`config.mk`:
```
export PLATFORM = sky130hd
export DESIGN_NAME = projectile_motion_flat
export DESIGN_NICKNAME = d
export VERILOG_FILES = /design/src/rtl/projectile_pkg.sv /design/src/rtl/projectile_motion_if.sv /design/src/rtl/proj_hit_detect.sv /design/src/rtl/projectile_motion.sv /design/src/flat_wrapper.sv
export SDC_FILE = /design/constraint.sdc
export NUM_CORES = 1
export LEC_CHECK = 0
export ABC_AREA = 1
export CAP_MARGIN = 20
export CORE_UTILIZATION = 48
export CTS_BUF_LIST = sky130_fd_sc_hd__clkbuf_4
export DETAILED_ROUTE_END_ITERATION = 16
export PLACE_DENSITY = 0.7
export SYNTH_ARGS = -nofsm -noshare
export SYNTH_HDL_FRONTEND = slang
export SYNTH_SLANG_ARGS = --single-unit
```
`constraint.sdc`:
```
create_clock -name clk40MHz -period 5.3 [get_ports clk40MHz]
set_clock_uncertainty 0.2 [all_clocks]
set_input_delay 1.06 -clock clk40MHz [delete_from_list [all_inputs] [get_ports clk40MHz]]
set_output_delay 1.06 -clock clk40MHz [all_outputs]
set_load 0.05 [all_outputs]
```
`src/rtl/projectile_pkg.sv`:
```
// Shared types and constants for the projectile integrator: FSM states,
// signed coordinate type and central-wall geometry.
package projectile_pkg;

  typedef logic signed [12:0] coord_t;

  typedef enum logic [1:0] {IDLE, FLY, DONE} state_t;

  localparam int WALL_X0 = 384;
  localparam int WALL_X1 = 415;
  localparam int WALL_Y  = 416;

endpackage

```
`src/rtl/projectile_motion_if.sv`:
```
// Throw-stage / renderer bundle for the projectile block. The master side
// launches and ticks; the slave side reports position and the verdict.
interface projectile_motion_if;
  logic        frame_tick;
  logic        throw_flag;
  logic [4:0]  power;
  logic [2:0]  wind;
  logic        current_player;
  logic [11:0] proj_x;
  logic [11:0] proj_y;
  logic        proj_active;
  logic        end_throw;
  logic        hit;

  modport master (
    output frame_tick, throw_flag, power, wind, current_player,
    input  proj_x, proj_y, proj_active, end_throw, hit
  );

  modport slave (
    input  frame_tick, throw_flag, power, wind, current_player,
    output proj_x, proj_y, proj_active, end_throw, hit
  );
endinterface

```
`src/rtl/proj_hit_detect.sv`:
```
// Combinational end-of-flight classifier. Central wall test is compiled in
// only with WALL_COLLISION_EN.
module proj_hit_detect
  import projectile_pkg::*;
#(
  parameter int SCREEN_W = 800,
  parameter int GROUND_Y = 536,
  parameter int CAT_X    = 64,
  parameter int DOG_X    = 672,
  parameter int TARGET_W = 64,
  parameter int TARGET_H = 64
) (
  input  coord_t x,
  input  coord_t y,
  input  logic   dir_neg,
  output logic   done,
  output logic   hit,
  output logic   ground
);

  coord_t opp_x;
  logic   in_box, wall, landed, off;

  always_comb begin
    // Only the opponent's box counts; a throw can never strike its own box.
    opp_x  = dir_neg ? coord_t'(CAT_X) : coord_t'(DOG_X);
    in_box = (x >= opp_x) && (x < opp_x + coord_t'(TARGET_W)) &&
             (y >= coord_t'(GROUND_Y - TARGET_H));
`ifdef WALL_COLLISION_EN
    wall   = (x >= coord_t'(WALL_X0)) && (x <= coord_t'(WALL_X1)) &&
             (y >= coord_t'(WALL_Y));
`else
    wall   = 1'b0;
`endif
    landed = y >= coord_t'(GROUND_Y);
    off    = (x < 0) || (x > coord_t'(SCREEN_W - 1));
    hit    = in_box;
    done   = in_box || wall || landed || off;
    ground = !in_box && !wall && landed;
  end

endmodule

```
`src/rtl/projectile_motion.sv`:
```
// Per-frame ballistic integrator with hit/miss verdict for the turn logic.
// Define WALL_COLLISION_EN to add the central wall as an obstacle.
module projectile_motion
  import projectile_pkg::*;
#(
  parameter int SCREEN_W = 800,
  parameter int GROUND_Y = 536,
  parameter int CAT_X    = 64,
  parameter int DOG_X    = 672,
  parameter int TARGET_W = 64,
  parameter int TARGET_H = 64,
  parameter int VY_BASE  = 4,
  parameter int GRAVITY  = 1
) (
  input  logic                clk40MHz,
  input  logic                rst,
  projectile_motion_if.slave  bus
);

  state_t state, state_n;
  coord_t x, y, vx, vy, wind_eff, dx, half_pw;
  logic   dir_neg, upd, verdict;
  logic   done, hit_c, ground;

  proj_hit_detect #(
    .SCREEN_W(SCREEN_W), .GROUND_Y(GROUND_Y), .CAT_X(CAT_X), .DOG_X(DOG_X),
    .TARGET_W(TARGET_W), .TARGET_H(TARGET_H)
  ) u_hit (
    .x(x), .y(y), .dir_neg(dir_neg), .done(done), .hit(hit_c), .ground(ground)
  );

  always_comb begin
    half_pw = coord_t'({9'd0, bus.power[4:1]});
    dx      = (dir_neg ? -vx : vx) + wind_eff;
  end

  always_ff @(posedge clk40MHz or negedge rst) begin
    if (!rst) state <= IDLE;
    else      state <= state_n;
  end

  always_comb begin
    state_n = state;
    case (state)
      IDLE:    if (bus.throw_flag) state_n = FLY;
      FLY:     if (upd && done) state_n = DONE;
      DONE:    state_n = IDLE;
      default: state_n = IDLE;
    endcase
  end

  // upd marks the cycle right after an integration step, when the classifier
  // looks at the freshly updated position.
  always_ff @(posedge clk40MHz or negedge rst) begin
    if (!rst) begin
      x <= '0; y <= '0; vx <= '0; vy <= '0; wind_eff <= '0;
      dir_neg <= 1'b0; upd <= 1'b0; verdict <= 1'b0;
    end else begin
      upd <= 1'b0;
      case (state)
        IDLE: if (bus.throw_flag) begin
          dir_neg  <= bus.current_player;
          wind_eff <= $signed({10'd0, bus.wind}) - 13'sd3;
          x        <= bus.current_player ? coord_t'(DOG_X + TARGET_W / 2)
                                         : coord_t'(CAT_X + TARGET_W / 2);
          y        <= coord_t'(GROUND_Y - TARGET_H);
          vx       <= coord_t'(1) + half_pw;
          vy       <= -(coord_t'(VY_BASE) + half_pw);
          verdict  <= 1'b0;
        end
        FLY: if (upd && done) begin
          verdict <= hit_c;
          if (ground) y <= coord_t'(GROUND_Y);
        end else if (bus.frame_tick) begin
          x   <= x + dx;
          y   <= y + vy;
          vy  <= vy + coord_t'(GRAVITY);
          upd <= 1'b1;
        end
        default: ;
      endcase
    end
  end

  assign bus.proj_x      = x[12] ? 12'd0 : x[11:0];
  assign bus.proj_y      = y[12] ? 12'd0 : y[11:0];
  assign bus.proj_active = state != IDLE;
  assign bus.end_throw   = state == DONE;
  assign bus.hit         = (state == DONE) && verdict;

endmodule

```
`src/flat_wrapper.sv`:
```
// flat-port wrapper written by rule: the top's interface ports become plain ports
module projectile_motion_flat import projectile_pkg::*;
#(
  parameter int SCREEN_W = 800,
  parameter int GROUND_Y = 536,
  parameter int CAT_X    = 64,
  parameter int DOG_X    = 672,
  parameter int TARGET_W = 64,
  parameter int TARGET_H = 64,
  parameter int VY_BASE  = 4,
  parameter int GRAVITY  = 1
)
  (clk40MHz, rst, bus_frame_tick, bus_throw_flag, bus_power, bus_wind, bus_current_player, bus_proj_x, bus_proj_y, bus_proj_active, bus_end_throw, bus_hit);
  projectile_motion_if bus_i ();
  input  logic clk40MHz;
  input  logic rst;
  input wire logic [$bits(bus_i.frame_tick)-1:0] bus_frame_tick;
  input wire logic [$bits(bus_i.throw_flag)-1:0] bus_throw_flag;
  input wire logic [$bits(bus_i.power)-1:0] bus_power;
  input wire logic [$bits(bus_i.wind)-1:0] bus_wind;
  input wire logic [$bits(bus_i.current_player)-1:0] bus_current_player;
  output wire logic [$bits(bus_i.proj_x)-1:0] bus_proj_x;
  output wire logic [$bits(bus_i.proj_y)-1:0] bus_proj_y;
  output wire logic [$bits(bus_i.proj_active)-1:0] bus_proj_active;
  output wire logic [$bits(bus_i.end_throw)-1:0] bus_end_throw;
  output wire logic [$bits(bus_i.hit)-1:0] bus_hit;
  assign bus_i.frame_tick = bus_frame_tick;
  assign bus_i.throw_flag = bus_throw_flag;
  assign bus_i.power = bus_power;
  assign bus_i.wind = bus_wind;
  assign bus_i.current_player = bus_current_player;
  assign bus_proj_x = bus_i.proj_x;
  assign bus_proj_y = bus_i.proj_y;
  assign bus_proj_active = bus_i.proj_active;
  assign bus_end_throw = bus_i.end_throw;
  assign bus_hit = bus_i.hit;
  projectile_motion #(.SCREEN_W(SCREEN_W), .GROUND_Y(GROUND_Y), .CAT_X(CAT_X), .DOG_X(DOG_X), .TARGET_W(TARGET_W), .TARGET_H(TARGET_H), .VY_BASE(VY_BASE), .GRAVITY(GRAVITY)) u_core (.clk40MHz(clk40MHz), .rst(rst), .bus(bus_i));
endmodule
```
[Word level (Yosys, flattened, before mapping)]
Cells that the tools add are included.
Word-level totals
  register bits after elaboration: 70
  input bits: 13
  output and inout bits: 27
  logic and storage cells: 77
Operators by class
  $add $sub $neg: 10
  $lt $le $gt $ge: 6
  equal/unequal tests: 8
  mux-type cells: 27
  reduce and logical (&&, ||, !) cells: 17
Operators with widths (number)
  13-bit 2-to-1 mux: 11
  13-bit one-hot mux with 2 select lines: 3
  13-bit adder: 3
  13-bit negation: 2
  12-bit 2-to-1 mux: 2
  10-bit 2-to-1 mux: 2
  13-bit by 2-bit adder with 13-bit output, second input constant: 1
  13-bit by 8-bit adder with 13-bit output, second input constant: 1
  13-bit by 10-bit greater-or-equal comparator with 1-bit output, second input constant: 1
  13-bit by 11-bit greater-or-equal comparator with 1-bit output: 1
  13-bit by 11-bit greater-or-equal comparator with 1-bit output, second input constant: 1
  13-bit by 11-bit > comparator with 1-bit output, second input constant: 1
  13-bit by 1-bit less-than comparator with 1-bit output, second input constant: 1
  13-bit less-than comparator: 1
  4-bit AND reduction: 2
  2-bit inequality test, second input constant: 3
  3-bit by 2-bit inequality test with 1-bit output, second input constant: 2
  1-bit by 4-bit adder with 5-bit output, first input constant: 1
  3-bit by 4-bit adder with 5-bit output, first input constant: 1
  1-bit logical AND: 5
  1-bit 2-to-1 mux: 5
  2-bit 2-to-1 mux: 2
  2-bit one-hot mux with 2 select lines: 1
  2-bit AND reduction: 2
  other kinds (10): 13

[Logic depth before layout (Yosys ltp)]
Gate-level depths: netlist of the first run.
  depth after elaboration: 10
  gate-level depth with buffers: 20
  mapped depth without buffers: 20

[Hierarchy]
A second synthesis of the first run with hierarchy kept.
Unflattened totals
  cells, all modules: 688
  area total of the unflattened synthesis: 4728.3 um^2
Modules (own cells, without submodules)
  projectile_motion: times used 1, cells each 625, area an instance 4398.0 um^2, seq. area each 1326.3 um^2
  proj_hit_detect: times used 1, cells each 63, area an instance 330.3 um^2, seq. area each 0.0 um^2

[Worst setup path before layout of the first run]
Ideal clock, no wire load.
  path kind: reg2reg
  start point: reg u_core.dir_neg
  end point: reg u_core.x[12]
  setup time: 0.116 ns
  arrival time: 2.974 ns
  data required time: 4.984 ns
  path slack: 2.010 ns
  stages on the path, launching flop included: 14
  path buffers: 0
  period minus slack after synthesis: 3.290 ns
  cells stage by stage: dfrtp_1 > clkinv_1 > o21ai_0 > inv_1 > fa_1 > inv_1 > ha_1 > nand2_1 > nor2_1 > o21ai_0 > nand4_1 > or2_2 > nand3_1 > nand2_1
On the way
  word-level cells in the longest chain between the ends: 10
  elaborated cells on any way between the ends: 17
  those cells by class: add/sub: 3; order compare: 2; eq/ne: 1; mux: 5; reduce/logical: 6
RTL lines
  start: declaration: line projectile_motion.sv:22  | logic dir_neg, upd, verdict;
  start signal: assignment: line projectile_motion.sv:62  | dir_neg <= bus.current_player;
  10-bit 2-to-1 mux: line proj_hit_detect.sv:26  | opp_x = dir_neg ? coord_t'(CAT_X) : coord_t'(DOG_X);
  13-bit by 8-bit adder with 13-bit output: line proj_hit_detect.sv:27  | in_box = (x >= opp_x) && (x < opp_x + coord_t'(TARGET_W)) &&
  13-bit less-than comparator: line proj_hit_detect.sv:27
  1-bit logical AND (2 in series): line proj_hit_detect.sv:27
  1-bit logical OR (2 in series): line proj_hit_detect.sv:38  | done = in_box || wall || landed || off;
  1-bit logical AND: line projectile_motion.sv:71  | FLY: if (upd && done) begin
  2-bit inequality test (no source line)
  4-bit AND reduction (no source line)
  end signal: assignment: line projectile_motion.sv:64  | x <= bus.current_player ? coord_t'(DOG_X + TARGET_W / 2)
  end signal: assignment: line projectile_motion.sv:75  | x <= x + dx;
  end: declaration: line projectile_motion.sv:21  | coord_t x, y, vx, vy, wind_eff, dx, half_pw;
Several ways; a longest one is shown, not always the timed one. The select of a mux whose other input is x is not followed.
A chain may end at the register's enable or synchronous reset.

[Worst setup path in the final report of the first run]
  start point: reg u_core.dir_neg
  end point: reg u_core.x[9]
Same word-level chain as after synthesis.

==> results of run 1 <==
registers in the layout (all words and copies together), names as in the netlist:
register and cells:
u_core.upd 1, u_core.wind_eff 4, u_core.vx 5, u_core.verdict 1, u_core.x 13, u_core.y 13
u_core.state 2, u_core.dir_neg 1, u_core.vy 13
final cells by class:
class	instances	area share, %
multi-input cells	514	55.4
flip-flops and latches	53	25.2
inverters	100	7.13
clock buffers	5	0.713
clock inverters	3	0.785
repair buffers	42	7.70
well taps	129	3.07
path summary, 6_finish.rpt:
kind / start / end / slack, ps / depth (start not counted)
setup / recovery: u_core.dir_neg / u_core.x[9] / 1610 / 18
hold / removal: u_core.wind_eff[2] / u_core.wind_eff[2] / 310 / 2
setup reg to reg: u_core.dir_neg / u_core.x[9] / 1610 / 18
hold reg to reg: u_core.wind_eff[2] / u_core.wind_eff[2] / 310 / 2
max in group asynchronous: rst / u_core.x[6] / 3880 / 2
min in group asynchronous: rst / u_core.y[12] / 570 / 2
metrics by stage:
stage	util, %	cell area, um^2	hold slack (ps)	setup slack (ps)
finish	56.2	5260	312	1610
global route	56.2	5260	365	1340
CTS	56.2	5260	317	1650
detailed placement	55.3	5180	281	1620
global placement	55.3	5180	275	1660
floorplan	-	4720	253	2010
worst max-delay path, cell delays in order, from the launching register on:
cell	delay, ps
sky130_fd_sc_hd__dfrtp_1	510
sky130_fd_sc_hd__clkinv_1	320
sky130_fd_sc_hd__nand2_1	120
sky130_fd_sc_hd__o21ai_0	140
sky130_fd_sc_hd__fa_1	520
sky130_fd_sc_hd__inv_1	40
sky130_fd_sc_hd__ha_1	250
sky130_fd_sc_hd__fa_1	470
sky130_fd_sc_hd__nand2_1	100
sky130_fd_sc_hd__inv_1	50
sky130_fd_sc_hd__o21ai_0	140
sky130_fd_sc_hd__nand2_1	110
sky130_fd_sc_hd__nand3_1	80
sky130_fd_sc_hd__nand2_1	80
sky130_fd_sc_hd__nand2_1	70
sky130_fd_sc_hd__nand2_1	40
sky130_fd_sc_hd__o21ai_0	200
sky130_fd_sc_hd__nand3_1	100
sky130_fd_sc_hd__nand2_1	100
metal layers:
metal  part of all wire, %  vias up  wire length (um)  global-route usage (%)
li1                      -     2242                 -                       -
met1                    49     2022              5690                    36.0
met2                    43      125              4990                    38.4
met3                   5.5       23               639                    3.24
met4                   2.3        0               269                    8.81
met5                     0        -                 0                       0
cell families after synthesis:
family | synth area share (%)
adders and majority gates | 16.0
buffers and inverters | 10.1
AOI/OAI and AO/OA | 9.17
and+or+nand+nor | 32.5
xor gates and xnor gates | 4.08
DFF | 28.1
Yosys cell counts, types with 2 or more instances:
master and count:
sky130_fd_sc_hd__nand2_1 189, sky130_fd_sc_hd__inv_1 96, sky130_fd_sc_hd__nor2_1 80, sky130_fd_sc_hd__nand3_1 70, sky130_fd_sc_hd__dfrtp_1 53, sky130_fd_sc_hd__ha_1 38, sky130_fd_sc_hd__o21ai_0 33, sky130_fd_sc_hd__a21oi_1 23
sky130_fd_sc_hd__fa_1 14, sky130_fd_sc_hd__xor2_1 13, sky130_fd_sc_hd__clkbuf_1 10, sky130_fd_sc_hd__nor3_1 9, sky130_fd_sc_hd__xnor2_1 9, sky130_fd_sc_hd__nand4_1 6, sky130_fd_sc_hd__buf_4 5, sky130_fd_sc_hd__nand2_2 5
sky130_fd_sc_hd__a21o_1 2, sky130_fd_sc_hd__a31o_2 2, sky130_fd_sc_hd__a31oi_1 2, sky130_fd_sc_hd__buf_6 2, sky130_fd_sc_hd__clkinv_1 2, sky130_fd_sc_hd__inv_2 2, sky130_fd_sc_hd__o21bai_1 2, sky130_fd_sc_hd__or2_2 2
==> impl_summary.md, run 1 <==
Status
The flow ran to the end, and the final reports show no timing, DRC or antenna violations.

Global routing
The total overflow left after global routing is 0. The pin count of the biggest net entering global routing is 54. The number of antenna violations at the first check in global routing was 0. Global routing used 24.9% of the available tracks across all layers. The first global-routing pass estimated 19.8 mm of wire. The number of global-route vias before repair is 4,160.

Worst hold path
The min-delay analysis places its worst path in the category register to register.

Yosys
After synthesis, the cell types taking the most area are sky130_fd_sc_hd__dfrtp_1, sky130_fd_sc_hd__nand2_1, sky130_fd_sc_hd__ha_1. The average size of a mapped cell is 6.89 um^2. The share of synthesized registers carrying an async set or reset is 100%. The synthesized design contains 0 enable-type register cells. The most used flip-flop cell after synthesis is sky130_fd_sc_hd__dfrtp_1.

For this run, the number of Yosys warnings is 0. The proportion of netlist area held by the largest area contributor is 28.1%. The cell type with the highest aggregate area in the netlist is sky130_fd_sc_hd__dfrtp_1. The synthesized flop and latch total is 53. The sequential cell area fraction in the yosys report is 28.1%. The number of distinct library cell variants in the gate-level netlist after synthesis is 40.

Counting every instance in the synthesized netlist gives 685. The total standard cell area after synthesis is 4720 um^2. The net count after synthesis is 750.

Floorplanning
The effective utilization at floorplan is 50.4%. The number of I/O pins is 40. The die is 101 um tall. The die covers 10,200 um^2. The floorplan die width is 101 um. The initialized floorplan defines 35 standard-cell rows. The area of the core is 9370 um^2.

Finish
For this run, the post-layout net count is 781. From synthesis to final layout, the design area changed by 11.5%. The repair_antennas step left the layout with diodes totalling 0. In the final layout, the share of cells above drive strength 1 is 3.91%. The library cell used most frequently in the layout, excluding fill and tap cells, is sky130_fd_sc_hd__nand2_1. In the final layout, flip-flops and latches occupy 1330 um^2. In the final layout, the multi-input gates occupy 2920 um^2.

The count of fill cells added during filler insertion is 932. The post-layout instance count excluding filler cells is 846. Leaving out fill and tap cells, the most frequent cells in the layout are sky130_fd_sc_hd__nand2_1, sky130_fd_sc_hd__inv_1, sky130_fd_sc_hd__nor2_1, sky130_fd_sc_hd__nand3_1, sky130_fd_sc_hd__dfrtp_1.

Timing
Setup repair after global routing left no endpoint under its margin. Derived from the worst setup path, the maximum achievable clock frequency is 0.271 GHz. The final clock period utilization by the worst path is 69.6%. The final max-slew violation count is 0.

For the pin with the worst max-slew slack, the measured transition is 684 ps. The setup TNS is 0 ps. The clock period minus final worst setup slack is 3690 ps. The worst pin sits at a relative slew slack of 54.4%. The count of endpoints failing hold in the final timing report is 0.

Setup violations remaining at the end of the flow were counted as 0.

Setup path
The largest fanout of any net on the critical path is 11. The endpoint arrival time on the critical path is 3830 ps. The capturing element type of the critical path is a register.

The type of the worst setup path is register to register. The critical path required time is 5440 ps. STA classifies the critical path startpoint as a register.

CTS
The TritonCTS clock tree is built. The clock root buffer master is sky130_fd_sc_hd__clkbuf_4. The CTS buffer count is 5. The clock-pin transition on the worst setup and hold timing paths is 160 ps.

The buffer count from post-CTS setup fixing is 0. The clock latency at the later pin of the worst-skew pair is 390 ps. The number of sinks handled by clock tree synthesis is 53. The H-tree generated during clock tree synthesis spans 2 levels. After clock tree synthesis, the repair step resized 0 gates. The worst-case clock buffer depth is 2. The hold buffer count at cts is 0.

Route
Using the TritonRoute via totals, the vias-per-cell ratio works out to 5.22. The routed design has 11.6 mm of wire. The antenna violation net count after detailed routing is 0.

The iteration-0 DRC count of the detailed router is 242. The routed length per instance is 13.7 um. The number of remaining DRC errors is 0.

The number of optimization iterations in the first detailed-route pass is 5. The final route contains 4,412 vias.

Placement
Once detailed placement completed, the half-perimeter wirelength came to 8.94 mm. The number of buffers inserted by port buffering is 38. The cell count after placement is 838. The placer's final routability congestion estimate is 0.886.

Run
Max-cap violations in this run came to 0.
Power of run 1 is not shown: default switching activity piles up to over one toggle a cycle in this logic, so the estimate is an artifact.
==> inputs of run 2 (changes only) <==
--- a/config.mk
+++ b/config.mk
@@ -10,7 +10,7 @@
 export CORE_UTILIZATION = 48
 export CTS_BUF_LIST = sky130_fd_sc_hd__clkbuf_4
 export DETAILED_ROUTE_END_ITERATION = 16
-export PLACE_DENSITY = 0.7
+export PLACE_DENSITY = 0.73
 export SYNTH_ARGS = -nofsm -noshare
 export SYNTH_HDL_FRONTEND = slang
 export SYNTH_SLANG_ARGS = --single-unit
==> constraint.sdc (replaced) <==
create_clock -name clk40MHz -period 3.25 [get_ports clk40MHz]
set_clock_uncertainty 0.2 [all_clocks]
set_input_delay 0.65 -clock clk40MHz [delete_from_list [all_inputs] [get_ports clk40MHz]]
set_output_delay 0.65 -clock clk40MHz [all_outputs]
set_load 0.05 [all_outputs]
==> run 2 against run 1 <==
Non-clock buffer count up 24; worst setup slack worse by 1500 ps; sequential share of layout area down 1.6 points; wire length is 5.9% higher; final cell count up 2.8%; clock-buffer cell count unchanged; critical endpoint is now u_core.x[10]; sequential cell count unchanged; register-to-register slack got worse by 1500 ps; first-iteration DRC count shrank 9.5%; worst hold slack worse by 260 ps; global-route usage up 0.42 points.
==> impl_summary.md, run 2 (synthesis gave the netlist of run 1 again) <==
Status
The flow ran to the end, and the final reports show no timing, DRC or antenna violations.

Global routing
The pin count of the biggest net entering global routing was 28 (-48%). The all-layer global routing usage is 25.3% (+0.42 points). The first-pass GRT wire length is 20.3 mm (+2.3%).

The overall overflow remaining after global route came to 0 (unchanged). The number of global-route vias before repair came to 4,230 (+1.7%). The number of antenna violations at the first check in global routing is 0 (unchanged).

Setup path
The critical path required time is 3400 ps (-2040 ps). The number of buffers and inverters on the critical path is 3 (unchanged). The depth of the worst register-to-register path is 15 (-3). The endpoint arrival time on the critical path is 3280 ps (-550 ps).

The type of the worst setup path is register to register. The reg-to-reg setup timing slack is 120 ps (-1490 ps). The cell repeated most along the worst path is sky130_fd_sc_hd__nand2_1. STA classifies the critical path endpoint as a register. The slowest stage of the critical path belongs to the cell sky130_fd_sc_hd__dfrtp_2.

The critical path starts at u_core.vx[0]. The highest cell delay on the worst timing path is 490 ps (-30 ps). The cell type group with the largest total delay on the critical path is adder cells.

Walking the worst path, the cells encountered are o31ai_4 > buf_4 > o21ai_4 > buf_4 > fa_1 > ha_1 > inv_1 > o21bai_1 > a31oi_1 > nand3_1 > nand2_1 > nand2_1 > nor2_1 > nand3_1 > nand2_1. The endpoint identified for the worst register-to-register timing path is u_core.x[10]. The largest fanout of any net on the critical path is 7 (-4).

The kind of start point of the critical path is a register. In this run the critical register-to-register path is launched from u_core.vx[0].

CTS
In this run the clock root is driven by a sky130_fd_sc_hd__clkbuf_4. The count of H-tree levels built during CTS is 2 (unchanged). The hold buffer count at cts came to 0 (unchanged).

The clock latency at the later pin of the worst-skew pair came to 410 ps (+20 ps). The worst-case clock buffer depth is 2 (unchanged). The clock-pin transition on the worst setup and hold timing paths was 190 ps (+30 ps). The TritonCTS clock tree is built. The number of sinks handled by clock tree synthesis is 53 (unchanged). The CTS buffer count came to 5 (unchanged).

Floorplanning
The area of the core is 9370 um^2 (unchanged). The floorplan die width was 101 um (unchanged). The overall die area is 10,200 um^2 (unchanged). The placement row count is 35 (unchanged). The number of I/O pins is 40 (unchanged).

The chip height is 101 um (unchanged). The effective utilization at floorplan was 50.4% (unchanged).

Timing
The post-route worst setup slack is 118 ps (-1490 ps). The relative slew slack is 55.4% (+0.96 points). The count of endpoints failing hold in the final timing report is 0 (unchanged). The final number of setup-violating endpoints is 0 (unchanged). The pin slew with the least headroom to its limit is 669 ps (-14.4 ps). The clock period minus final worst setup slack is 3130 ps (-557 ps). The final clock period utilization by the worst path is 96.4% (+27 points).

The final max-slew violation count is 0 (unchanged). The fmax came to 0.319 GHz (+18%). The setup TNS is 0 ps (unchanged).

Placement
The number of buffers inserted by port buffering is 38 (unchanged). The cell count after placement is 857 (+2.3%). The placer's final routability congestion estimate came to 0.882 (-0.50%).

The half-perimeter wire length after placement was 9.42 mm (+5.4%). The placed standard-cell area was 5340 um^2 (+3.0%). The worst slack after detailed placement is -26.4 ps (-1640 ps).

Route
The number of remaining DRC errors is 0 (unchanged). The routed length per instance is 14.1 um (+3.0%). The antenna violation net count after detailed routing is 0 (unchanged).

The number of optimization iterations in the first detailed-route pass was 4 (-1). The per-cell via count in the routed design was 5.24 (+0.55%). The iteration-0 DRC count of the detailed router is 219 (-9.5%). The via count is 4,562 (+3.4%). The routed wire length is 12.3 mm (+5.9%).

Finish
The count of fill cells added during filler insertion is 913 (-2.0%). The library cell used most frequently in the layout, excluding fill and tap cells, is sky130_fd_sc_hd__nand2_1. In the final layout, the registers with the most flip-flops are u_core.vy: 13 flops, u_core.x: 13 flops, u_core.y: 13 flops. From synthesis to final layout, the design area changed by 19.1%. The antenna diode count came to 0 (unchanged).

The number of nets in the finished design is 805 (+3.1%). The share of post-route cells with drive strength above 1 came to 12.4% (+8.5 points). In the layout the commonest cells are sky130_fd_sc_hd__nand2_1, sky130_fd_sc_hd__inv_1, sky130_fd_sc_hd__nor2_1, sky130_fd_sc_hd__nand3_1, sky130_fd_sc_hd__dfrtp_1.

The area of the multi-input gates is 3090 um^2 (+6.0%). The post-layout instance count excluding filler cells came to 870 (+2.8%). The register area came to 1330 um^2 (about the same). The post-layout instance area is 5620 um^2 (+6.8%).

Run
The number of violations of the max-capacitance limit came to 0 (unchanged).

Worst hold path
In this run the worst hold path is classified as input pin to async pin.
==> run 2: worst max-delay path by stage <==
stage	depth (start not counted)	end
detailed placement	17	u_core.x[7]
global placement	17	u_core.x[7]
finish	15	u_core.x[10]
global route	19	u_core.x[7]
CTS	20	u_core.x[9]
floorplan	13	u_core.x[12]
==> run 2: final cells by class <==
class / count / area share [%]
multi-input combinational: 514 / 54.9
sequential: 53 / 23.6
timing repair buffer: 66 / 10.7
inverter: 100 / 6.76
tap: 129 / 2.87
clock buffer: 5 / 0.668
clock inverter: 3 / 0.445
==> run 2: worst register-to-register path, stage by stage, from the launching register on <==
cell	delay (ps)
sky130_fd_sc_hd__dfrtp_2	490
sky130_fd_sc_hd__o31ai_4	270
sky130_fd_sc_hd__buf_4	160
sky130_fd_sc_hd__o21ai_4	70
sky130_fd_sc_hd__buf_4	140
sky130_fd_sc_hd__fa_1	480
sky130_fd_sc_hd__ha_1	400
sky130_fd_sc_hd__inv_1	110
sky130_fd_sc_hd__o21bai_1	80
sky130_fd_sc_hd__a31oi_1	170
sky130_fd_sc_hd__nand3_1	140
sky130_fd_sc_hd__nand2_1	80
sky130_fd_sc_hd__nand2_1	50
sky130_fd_sc_hd__nor2_1	90
sky130_fd_sc_hd__nand3_1	90
sky130_fd_sc_hd__nand2_1	80
==> run 2: stage by stage <==
stage	hold WS, ps	utilization [%]
floorplan	154	-
global placement	279	57.0
detailed placement	279	57.0
CTS	52.7	57.7
global route	80.6	60.0
finish	49.6	60.0
==> run 2: repair_timing <==
action | CTS | global route
gates resized for setup | 3 | 53
endpoints found under the setup margin | 6 | 22
pin swaps | 0 | 17
buffers inserted | 0 | 5
==> run 2: per-layer routing <==
layer / track usage, % / wire length (um) / vias to the layer above
met3: 2.42 / 470 / 14
met4: 5.35 / 133 / 0
li1: - / - / 2291
met1: 37.2 / 6010 / 2149
met5: 0 / 0 / -
met2: 40.8 / 5660 / 108
Power of run 2 is left out for the same reason.
